===== src/rtl/pmod_dac_pkg.sv =====
// Shared constants for the PMOD DAC arbiter: FSM encoding, default sizing and SPI timing.
// Also provides the pin bundle type and the round-robin wrap helper.
package pmod_dac_pkg;

    localparam int DEFAULT_NUM_REQ     = 4;
    localparam int DEFAULT_RESOLUTION  = 16;
    localparam int DEFAULT_HOLD_CYCLES = 16;

    // One DAC bit spans a low half (din changes) and a high half (DAC samples).
    localparam int   SCLK_CYCLES_PER_BIT = 2;
    localparam logic IDLE_CS_N           = 1'b1;
    localparam logic IDLE_DIN            = 1'b1;

    localparam logic [2:0] ST_IDLE    = 3'd0;
    localparam logic [2:0] ST_SHIFT   = 3'd1;
    localparam logic [2:0] ST_CS_RISE = 3'd2;
    localparam logic [2:0] ST_LDAC    = 3'd3;
    localparam logic [2:0] ST_HOLD    = 3'd4;

    typedef struct packed {
        logic cs_n;
        logic sclk;
        logic din;
    } spi_pins_t;

    function automatic int rr_next(input int idx, input int n);
        return (idx >= n - 1) ? 0 : idx + 1;
    endfunction

endpackage


===== src/rtl/pmod_dac_spi_shifter.sv =====
// MSB-first serializer for one DAC frame; sclk is the LSB of a registered bit counter.
// o_done is high during the last cycle of the frame so the caller can advance on the same edge.
module pmod_dac_spi_shifter
    import pmod_dac_pkg::*;
#(
    parameter int RESOLUTION = DEFAULT_RESOLUTION
) (
    input  logic                  slow_clk,
    input  logic                  rst,
    input  logic                  i_load,
    input  logic [RESOLUTION-1:0] i_data,
    input  logic                  i_start,
    output spi_pins_t             o_pins,
    output logic                  o_done
);

    localparam int              FRAME_CYCLES = SCLK_CYCLES_PER_BIT * RESOLUTION;
    localparam int              CW           = $clog2(FRAME_CYCLES);
    localparam logic [CW-1:0]   LAST_CNT     = CW'(FRAME_CYCLES - 1);

    logic [RESOLUTION-1:0] r_shift;
    logic [CW-1:0]         r_bit_cnt;
    logic                  r_active;
    logic                  w_last;

    assign w_last = r_active && (r_bit_cnt == LAST_CNT);

    always_ff @(posedge slow_clk or posedge rst) begin
        if (rst) begin
            r_shift   <= '0;
            r_bit_cnt <= '0;
            r_active  <= 1'b0;
        end else begin
            // Advance to the next bit at the end of each sclk-high half.
            if (i_load)
                r_shift <= i_data;
            else if (r_active && r_bit_cnt[0])
                r_shift <= {r_shift[RESOLUTION-2:0], 1'b0};

            if (i_start) begin
                r_active  <= 1'b1;
                r_bit_cnt <= '0;
            end else if (r_active) begin
                if (w_last) begin
                    r_active  <= 1'b0;
                    r_bit_cnt <= '0;
                end else begin
                    r_bit_cnt <= r_bit_cnt + 1'b1;
                end
            end
        end
    end

    assign o_pins.cs_n = r_active ? 1'b0 : IDLE_CS_N;
    assign o_pins.sclk = r_bit_cnt[0];
    assign o_pins.din  = r_active ? r_shift[RESOLUTION-1] : IDLE_DIN;
    assign o_done      = w_last;

endmodule


===== src/rtl/pmod_dac_arbiter.sv =====
// Round-robin arbiter sharing one PMOD DAC among NUM_REQ requesters.
// Frame sequence: SHIFT -> CS_RISE -> LDAC pulse -> HOLD gap -> IDLE.
module pmod_dac_arbiter
    import pmod_dac_pkg::*;
#(
    parameter int  NUM_REQ     = DEFAULT_NUM_REQ,
    parameter int  RESOLUTION  = DEFAULT_RESOLUTION,
    parameter int  HOLD_CYCLES = DEFAULT_HOLD_CYCLES,
    localparam int ID_W        = (NUM_REQ > 1) ? $clog2(NUM_REQ) : 1
) (
    input  logic                          slow_clk,
    input  logic                          rst,
    input  logic [NUM_REQ-1:0]            req_valid,
    input  logic [NUM_REQ*RESOLUTION-1:0] req_data,
    output logic [NUM_REQ-1:0]            req_ready,
    output logic [ID_W-1:0]               grant_id,
    output logic                          busy,
    output logic                          update_done,
    output logic                          dac_cs_n,
    output logic                          dac_ldac_n,
    output logic                          dac_sclk,
    output logic                          dac_din
);

    localparam int            HW        = (HOLD_CYCLES > 1) ? $clog2(HOLD_CYCLES) : 1;
    localparam logic [HW-1:0] HOLD_LAST = HW'((HOLD_CYCLES > 0) ? HOLD_CYCLES - 1 : 0);

    logic [2:0]            r_state;
    logic [ID_W-1:0]       r_rr_ptr;
    logic [ID_W-1:0]       r_grant_id;
    logic [HW-1:0]         r_hold_cnt;

    logic [ID_W-1:0]       w_cand_idx [NUM_REQ];
    logic [NUM_REQ-1:0]    w_cand_valid;
    logic [ID_W-1:0]       w_sel_idx;
    logic                  w_sel_found;
    logic                  w_accept;
    logic [RESOLUTION-1:0] w_sel_data;
    logic                  w_shift_done;
    spi_pins_t             w_pins;

    // Candidate gi is the requester gi positions after the round-robin pointer.
    for (genvar gi = 0; gi < NUM_REQ; gi++) begin : g_cand
        logic [31:0] w_sum;
        assign w_sum            = 32'(r_rr_ptr) + 32'(gi);
        assign w_cand_idx[gi]   = ID_W'(w_sum % NUM_REQ);
        assign w_cand_valid[gi] = req_valid[w_cand_idx[gi]];
    end

    always_comb begin
        w_sel_idx   = '0;
        w_sel_found = 1'b0;
        for (int k = NUM_REQ - 1; k >= 0; k--) begin
            if (w_cand_valid[k]) begin
                w_sel_idx   = w_cand_idx[k];
                w_sel_found = 1'b1;
            end
        end
    end

    // Ready is suppressed while rst is held so nothing is offered during reset.
    assign w_accept   = (r_state == ST_IDLE) && w_sel_found && !rst;
    assign w_sel_data = req_data[int'(w_sel_idx)*RESOLUTION +: RESOLUTION];

    for (genvar gi = 0; gi < NUM_REQ; gi++) begin : g_ready
        assign req_ready[gi] = w_accept && (w_sel_idx == ID_W'(gi));
    end

    always_ff @(posedge slow_clk or posedge rst) begin
        if (rst) begin
            r_state    <= ST_IDLE;
            r_rr_ptr   <= '0;
            r_grant_id <= '0;
            r_hold_cnt <= '0;
        end else begin
            case (r_state)
                ST_IDLE: begin
                    if (w_accept) begin
                        r_state    <= ST_SHIFT;
                        r_grant_id <= w_sel_idx;
                        r_rr_ptr   <= ID_W'(rr_next(int'(w_sel_idx), NUM_REQ));
                    end
                end
                ST_SHIFT: begin
                    if (w_shift_done)
                        r_state <= ST_CS_RISE;
                end
                ST_CS_RISE: begin
                    r_state <= ST_LDAC;
                end
                ST_LDAC: begin
                    r_hold_cnt <= '0;
                    r_state    <= (HOLD_CYCLES == 0) ? ST_IDLE : ST_HOLD;
                end
                ST_HOLD: begin
                    if (r_hold_cnt == HOLD_LAST)
                        r_state <= ST_IDLE;
                    else
                        r_hold_cnt <= r_hold_cnt + 1'b1;
                end
                default: begin
                    r_state <= ST_IDLE;
                end
            endcase
        end
    end

    pmod_dac_spi_shifter #(
        .RESOLUTION (RESOLUTION)
    ) u_shifter (
        .slow_clk (slow_clk),
        .rst      (rst),
        .i_load   (w_accept),
        .i_data   (w_sel_data),
        .i_start  (w_accept),
        .o_pins   (w_pins),
        .o_done   (w_shift_done)
    );

    assign grant_id    = r_grant_id;
    assign busy        = (r_state != ST_IDLE);
    assign update_done = (r_state == ST_LDAC);
    assign dac_ldac_n  = (r_state != ST_LDAC);
    assign dac_cs_n    = w_pins.cs_n;
    assign dac_sclk    = w_pins.sclk;
    assign dac_din     = w_pins.din;

endmodule


===== config.mk =====
export PLATFORM = sky130hd
export DESIGN_NAME = pmod_dac_arbiter
export DESIGN_NICKNAME = d
export VERILOG_FILES = /design/src/rtl/pmod_dac_pkg.sv /design/src/rtl/pmod_dac_spi_shifter.sv /design/src/rtl/pmod_dac_arbiter.sv
export SDC_FILE = /design/constraint.sdc
export NUM_CORES = 1
export LEC_CHECK = 0
export ABC_AREA = 0
export CELL_PAD_IN_SITES_DETAIL_PLACEMENT = 0
export CELL_PAD_IN_SITES_GLOBAL_PLACEMENT = 2
export CORE_MARGIN = 1
export CORE_UTILIZATION = 27
export DETAILED_ROUTE_END_ITERATION = 16
export GPL_TIMING_DRIVEN = 0
export PLACE_DENSITY = 0.79
export SYNTH_ARGS = -nofsm -noshare
export SYNTH_HDL_FRONTEND = slang
export SYNTH_HIERARCHICAL = 1
export SYNTH_SLANG_ARGS = --single-unit
export TNS_END_PERCENT = 30

===== constraint.sdc =====
create_clock -name slow_clk -period 2.9 [get_ports slow_clk]
set_clock_uncertainty 0.05 [all_clocks]
set_input_delay 0.58 -clock slow_clk [delete_from_list [all_inputs] [get_ports slow_clk]]
set_output_delay 0.58 -clock slow_clk [all_outputs]
set_load 0.02 [all_outputs]

; Yosys cells after proc, flatten, opt, wreduce, memory -nomap -nowiden
; Index checks and enable logic that the tools add are counted.
[totals]
ff_bits = 33
in_bits = 70
output_inout_bits = 12
word_cells = 84
[classes]
addsub = 6
order_cmp = 5
n_eq_ne = 14
n_shift = 1
n_mux = 33
n_reduce_logical = 18
[ops]
columns = op, n
row1 = $shiftx A64 B7 Y16, 1
row2 = $mux W16, 2
row3 = $mux W5, 3
row4 = $pmux W3 S5, 1
row5 = $mux W1, 13
row6 = $lt A2 B3 Y1 const B, 4
row7 = $mux W2, 5
row8 = $mux W3, 3
row9 = $bmux W1 S2, 4
row10 = $logic_and A1 B1 Y1, 8
row11 = $pmux W4 S2, 1
row12 = $eq A3 B2 Y1 const B, 2
row13 = $ne A2 B2 Y1 const B, 3
row14 = $reduce_bool A2 Y1, 3
row15 = $add A5 B1 Y5 const B, 1
row16 = $eq A5 B5 Y1 const B, 1
row17 = $add A2 B1 Y2 const B, 2
row18 = $add A2 B2 Y2 const B, 2
row19 = $add A4 B1 Y4 const B, 1
row20 = $eq A2 B2 Y1 const B, 2
row21 = $eq A4 B4 Y1 const B, 1
row22 = $mux W4, 1
row23 = $reduce_and A2 Y1, 2
row24 = $eq A3 B1 Y1 const B, 1
row25 = 10 further kinds, 10

; Depth between registers and ports, before layout
[depth]
word_depth = 11
mapped_depth = 10
mapped_depth_nobuf = 7

; By module
; The synthesis kept the hierarchy.
[modules_own_cells]
columns = module, n_inst, cells_each, area_each_um2
row1 = pmod_dac_arbiter, 1, 226, 1695.4
row2 = pmod_dac_spi_shifter, 1, 102, 1058.5

; Worst setup path before layout
; Ideal clock, no wire load.
[synth_path]
kind = input port to output port
start = in req_valid[2]
end = out req_ready[0]
arrival_time_ps = 2192
t_required_ps = 2270
setup_slack_ps = 78
path_stages = 9
path_cell_list = nor2b_1 > buf_6 > or4b_4 > buf_6 > clkbuf_1 > nand2_1 > inv_1 > ha_1 > and2_1
[synth_rtl]
columns = item, line_no
row1 = from (decl), pmod_dac_arbiter.sv:13  ; input logic [NUM_REQ-1:0] req_valid,
row2 = $bmux W1 S2, pmod_dac_arbiter.sv:47  ; assign w_cand_valid[gi] = req_valid[w_cand_idx[gi]];
row3 = $mux W1 (implied by the code), pmod_dac_arbiter.sv:47
row4 = $mux W2 (3 in a row), pmod_dac_arbiter.sv:54  ; if (w_cand_valid[k]) begin
row5 = $mux W2 *, pmod_dac_arbiter.sv:54
row6 = named net w_sel_idx[0], pmod_dac_arbiter.sv:35  ; logic [ID_W-1:0] w_sel_idx;
row7 = $logic_not A2 Y1 *, pmod_dac_arbiter.sv:66  ; assign req_ready[gi] = w_accept && (w_sel_idx == ID_W'(gi));
row8 = $logic_and A1 B1 Y1 *, pmod_dac_arbiter.sv:66
row9 = to (decl), pmod_dac_arbiter.sv:15  ; output logic [NUM_REQ-1:0] req_ready,
; The timed path passes the listed nets; every way through them passes the cells marked *. The select of a mux whose other input is x is not followed.

; Final worst setup path
[layout_path]
start = in req_valid[2]
end = out req_ready[2]
[layout_rtl]
columns = item, line_no
row1 = $bmux W1 S2, pmod_dac_arbiter.sv:47
row2 = $mux W1 (implied by the code), pmod_dac_arbiter.sv:47
row3 = $mux W2 (3 in a row), pmod_dac_arbiter.sv:54
row4 = $mux W2 *, pmod_dac_arbiter.sv:54
row5 = named net w_sel_idx[0], pmod_dac_arbiter.sv:35
row6 = $eq A2 B2 Y1 *, pmod_dac_arbiter.sv:66
row7 = $logic_and A1 B1 Y1 *, pmod_dac_arbiter.sv:66
; Marked as above.

==> flow_metrics.tcl <==
set metrics [dict create \
    path_cells "buf_2, nor2b_4, or4_4, clkbuf_16, nand2_2, inv_1, ha_1, and2_1, buf_6" \
    grt_pass1_wl_mm 14.32 \
    dr.pass1.iters 5 \
    syn_nets 405 \
    antenna_found_initial 0 \
    hold_buffers 0 \
    timing.setup.tns_ns 0 \
    synth_seq_cells 33 \
    fmax_mhz 360.9 \
    clkSinkCount 33 \
    critical_path_required_ns 2.27 \
    antenna_cells 0 \
    core_area_sq_um 9819 \
    dp_hpwl_mm 7.162 \
    status "complete, no violations" \
    worst_path_largest_cell_delay_ns 0.56 \
    gp_congestion 0.7908 \
    grt_start_max_net_pins 23 \
    portBuffers 81 \
    synthCells 328 \
    insertion_delay_ns 0.28 \
    fin_cells 548 \
    leakagePower_nw 1.617 \
    seqCellArea_sq_um 825.8 \
    slowest_stage "or4_4" \
    fp-row-count 36 \
    grt_overflow 0 \
    first_iter_violations 134 \
    fin_crit_sh 0.9554 \
    clock-root-buffer "clkbuf_8" \
    drv_slew 0 \
    rr_worst_depth 9 \
    min_path_cells 1 \
    die_h_um 103.0 \
    cts_buffer_depth 2 \
    totalWireLength_mm 9.414 \
    hold_path_class "reg -> reg" \
    yosysSeqAreaShare 0.2999 \
    routedWlPerCell_um 17.18 \
    powerDensity_nw_per_um2 780.7 \
    tritoncts "done" \
    reg2reg_slack_ns 0.54 \
    maxSlewHeadroom 0.4231 \
    grt_pass1_vias 2747 \
    drc 0 \
    htreeDepth 2 \
    via_per_inst 5.363 \
    cap_violations 0 \
    worstPathArrival_ns 2.14 \
    hold_viol 0 \
    synth_area_sq_um 2754 \
    total_power_mw 3.050 \
    drive_above_1_share 0.1157 \
    vias 2939 \
    die_area_sq_um 10610 \
    start_util 0.2805 \
    fillers 1038 \
    whs_endpoint "grant_id[0]" \
    post-route-worst-setup-slack_ns 0.1294 \
    worstMarginPinSlew_ns 0.8644 \
    ios 82 \
    ys_types 46 \
    ant_nets 0 \
    hp-start "grant_id[0]" \
    worst-path-max-fanout 3 \
    hold_ws_ns 0.4548 \
    setup-violations-final 0 \
    r2r-start "r_rr_ptr[0]" \
    fin_crit_ns 2.771 \
    syn_area_per_cell_sq_um 8.396 \
    dp_slack_ns -1.153 \
    nNetsFinal 491 \
    place_inst 542 \
    rsz0062_at_grt "false" \
    crit_path_end_kind "output pin" \
    track_usage 0.1787 \
    ys.warnings.count 6 \
    peakVddDrop_v 0.0003058 \
    multi_input_area_sq_um 1785 \
    syn2layout_area_growth_pct 41.84 \
    path_class "in -> out" \
    die_x_um 103.0 \
    r2r-end "u_shifter/r_shift[0]" \
    clk_pin_slew_ns 0.07 \
    critPathLaunchType "primary input" \
    cts_made_buffers 5 \
]
synth_stat cells (all sizes together):
library cell  instances  share of area
inv                   7         0.0095
clkbuf               21          0.029
nor4                 17          0.039
nor2                  8          0.011
buf                  14          0.039
a31oi                 1         0.0023
a21o                  1         0.0027
o32ai                 1         0.0032
mux2                  3          0.012
o21a                  1         0.0027
nand2b                2         0.0045
nor3b                17          0.046
or3                   1         0.0023
dfrtp                33           0.30
nand3                36          0.065
or4                   2         0.0055
and4                  1         0.0032
nand3b                2         0.0055
nor2b                 4         0.0091
or4b                  1         0.0050
a211o                 1         0.0032
nand2                40          0.055
a21oi                 4         0.0073
o22ai                 1         0.0023
or2b                  1         0.0027
a32o                  1         0.0036
a221oi               16          0.051
and3b                 1         0.0032
xor2                  2         0.0064
and2                  5          0.012
o21ai                20          0.036
nand4                 2         0.0045
a21bo                16          0.058
o21bai                2         0.0055
ha                    7          0.032
a32oi                16          0.051
mux2i                17          0.062
nor3                  1         0.0036
and3                  2         0.0045
how the worst max path moves through the flow:
| stage | from | to | slack [ns] | cells past startpoint |
|---|---|---|---|---|
| 2_1_floorplan | req_valid[2] | req_ready[0] | 0.08 | 9 |
| 3_3_place_gp | req_valid[2] | req_ready[3] | -1.16 | 11 |
| 3_5_place_dp | req_valid[2] | req_ready[3] | -1.15 | 11 |
| 4_1_cts | req_valid[1] | req_ready[2] | 0.01 | 9 |
| 5_1_grt | r_state[2] | req_ready[3] | 0.05 | 5 |
| 6_report | req_valid[2] | req_ready[2] | 0.13 | 9 |
registers in the layout (all words and copies together) (netlist names):
register and flops:
u_shifter/r_shift 16, grant_id 2, r_hold_cnt 4, u_shifter/r_bit_cnt 5, u_shifter/r_active 1, r_state 3
r_rr_ptr 2
cells by family (layout without fill, tap and decap cells):
family | count (synthesis) | count (layout) | synth area share
fa+ha+maj | 7 | 7 | 0.03180
mux | 20 | 20 | 0.07406
buf+inv | 42 | 128 | 0.07679
xor+xnor | 2 | 2 | 0.006362
simple gates | 143 | 144 | 0.2821
flops | 33 | 33 | 0.2999
compound gates | 81 | 81 | 0.2290
worst max-delay path: cells and delay by family:
kind	cells	cell delay, ns
buf+inv	4	0.47
simple gates	4	0.91
fa+ha+maj	1	0.18
per-stage QoR:
step	utilization	instance area, sq um
2_1_floorplan	-	2754
3_3_place_gp	0.3800	3731
3_5_place_dp	0.3800	3731
4_1_cts	0.3986	3914
5_1_grt	0.3978	3906
6_report	0.3978	3906
where the power goes:
| group | internal, mW | switching [mW] |
|---|---|---|
| logic | 0.825 | 1.02 |
| clock network | 0.280 | 0.169 |
| registers | 0.637 | 0.121 |
| total | 1.74 | 1.31 |
layout make-up:
class                   instances  share of cell area
inverters                       7            0.007367
multi-input cells             254              0.4571
repair buffers                 84              0.2063
clock buffers                   7             0.02210
plain buffers                  29             0.04548
clock inverters                 1            0.007687
well taps                     133             0.04260
flip-flops and latches         33              0.2114
placed cells by master, fill, tap and decap left out, types with 2 or more instances in the layout:
cell type,count
xor2_1,2
mux2i_1,17
a21bo_1,16
and3_1,2
clkbuf_8,6
a32oi_1,16
nand3b_1,2
nand2_1,37
o21ai_0,20
nor4_1,16
ha_1,7
nor2_1,7
nor3b_1,17
buf_2,6
nand2b_1,2
a221oi_1,16
and2_1,4
buf_6,6
inv_1,5
clkbuf_1,18
clkbuf_2,2
buf_1,3
nor2b_4,3
nand2_2,3
clkdlybuf4s50_1,73
nand4_1,2
a21oi_1,4
nand3_1,36
mux2_2,2
dfrtp_1,33
buf_4,4
per-layer routing:
layer / vias to the layer above / share of wire / track usage
li1: 1407 / - / -
met1: 1447 / 0.47 / 0.2523
met4: 0 / 0.0079 / 0.03359
met2: 79 / 0.49 / 0.2913
met5: - / 0 / 0
met3: 6 / 0.034 / 0.02576
repair_timing:
item | CTS | global route
pin swaps | 2 | 2
endpoints found under the setup margin | 5 | 4
resized for setup | 47 | 9
buffers inserted | 3 | 0
cloned | 1 | 0
(Power assumes the default switching activity.)
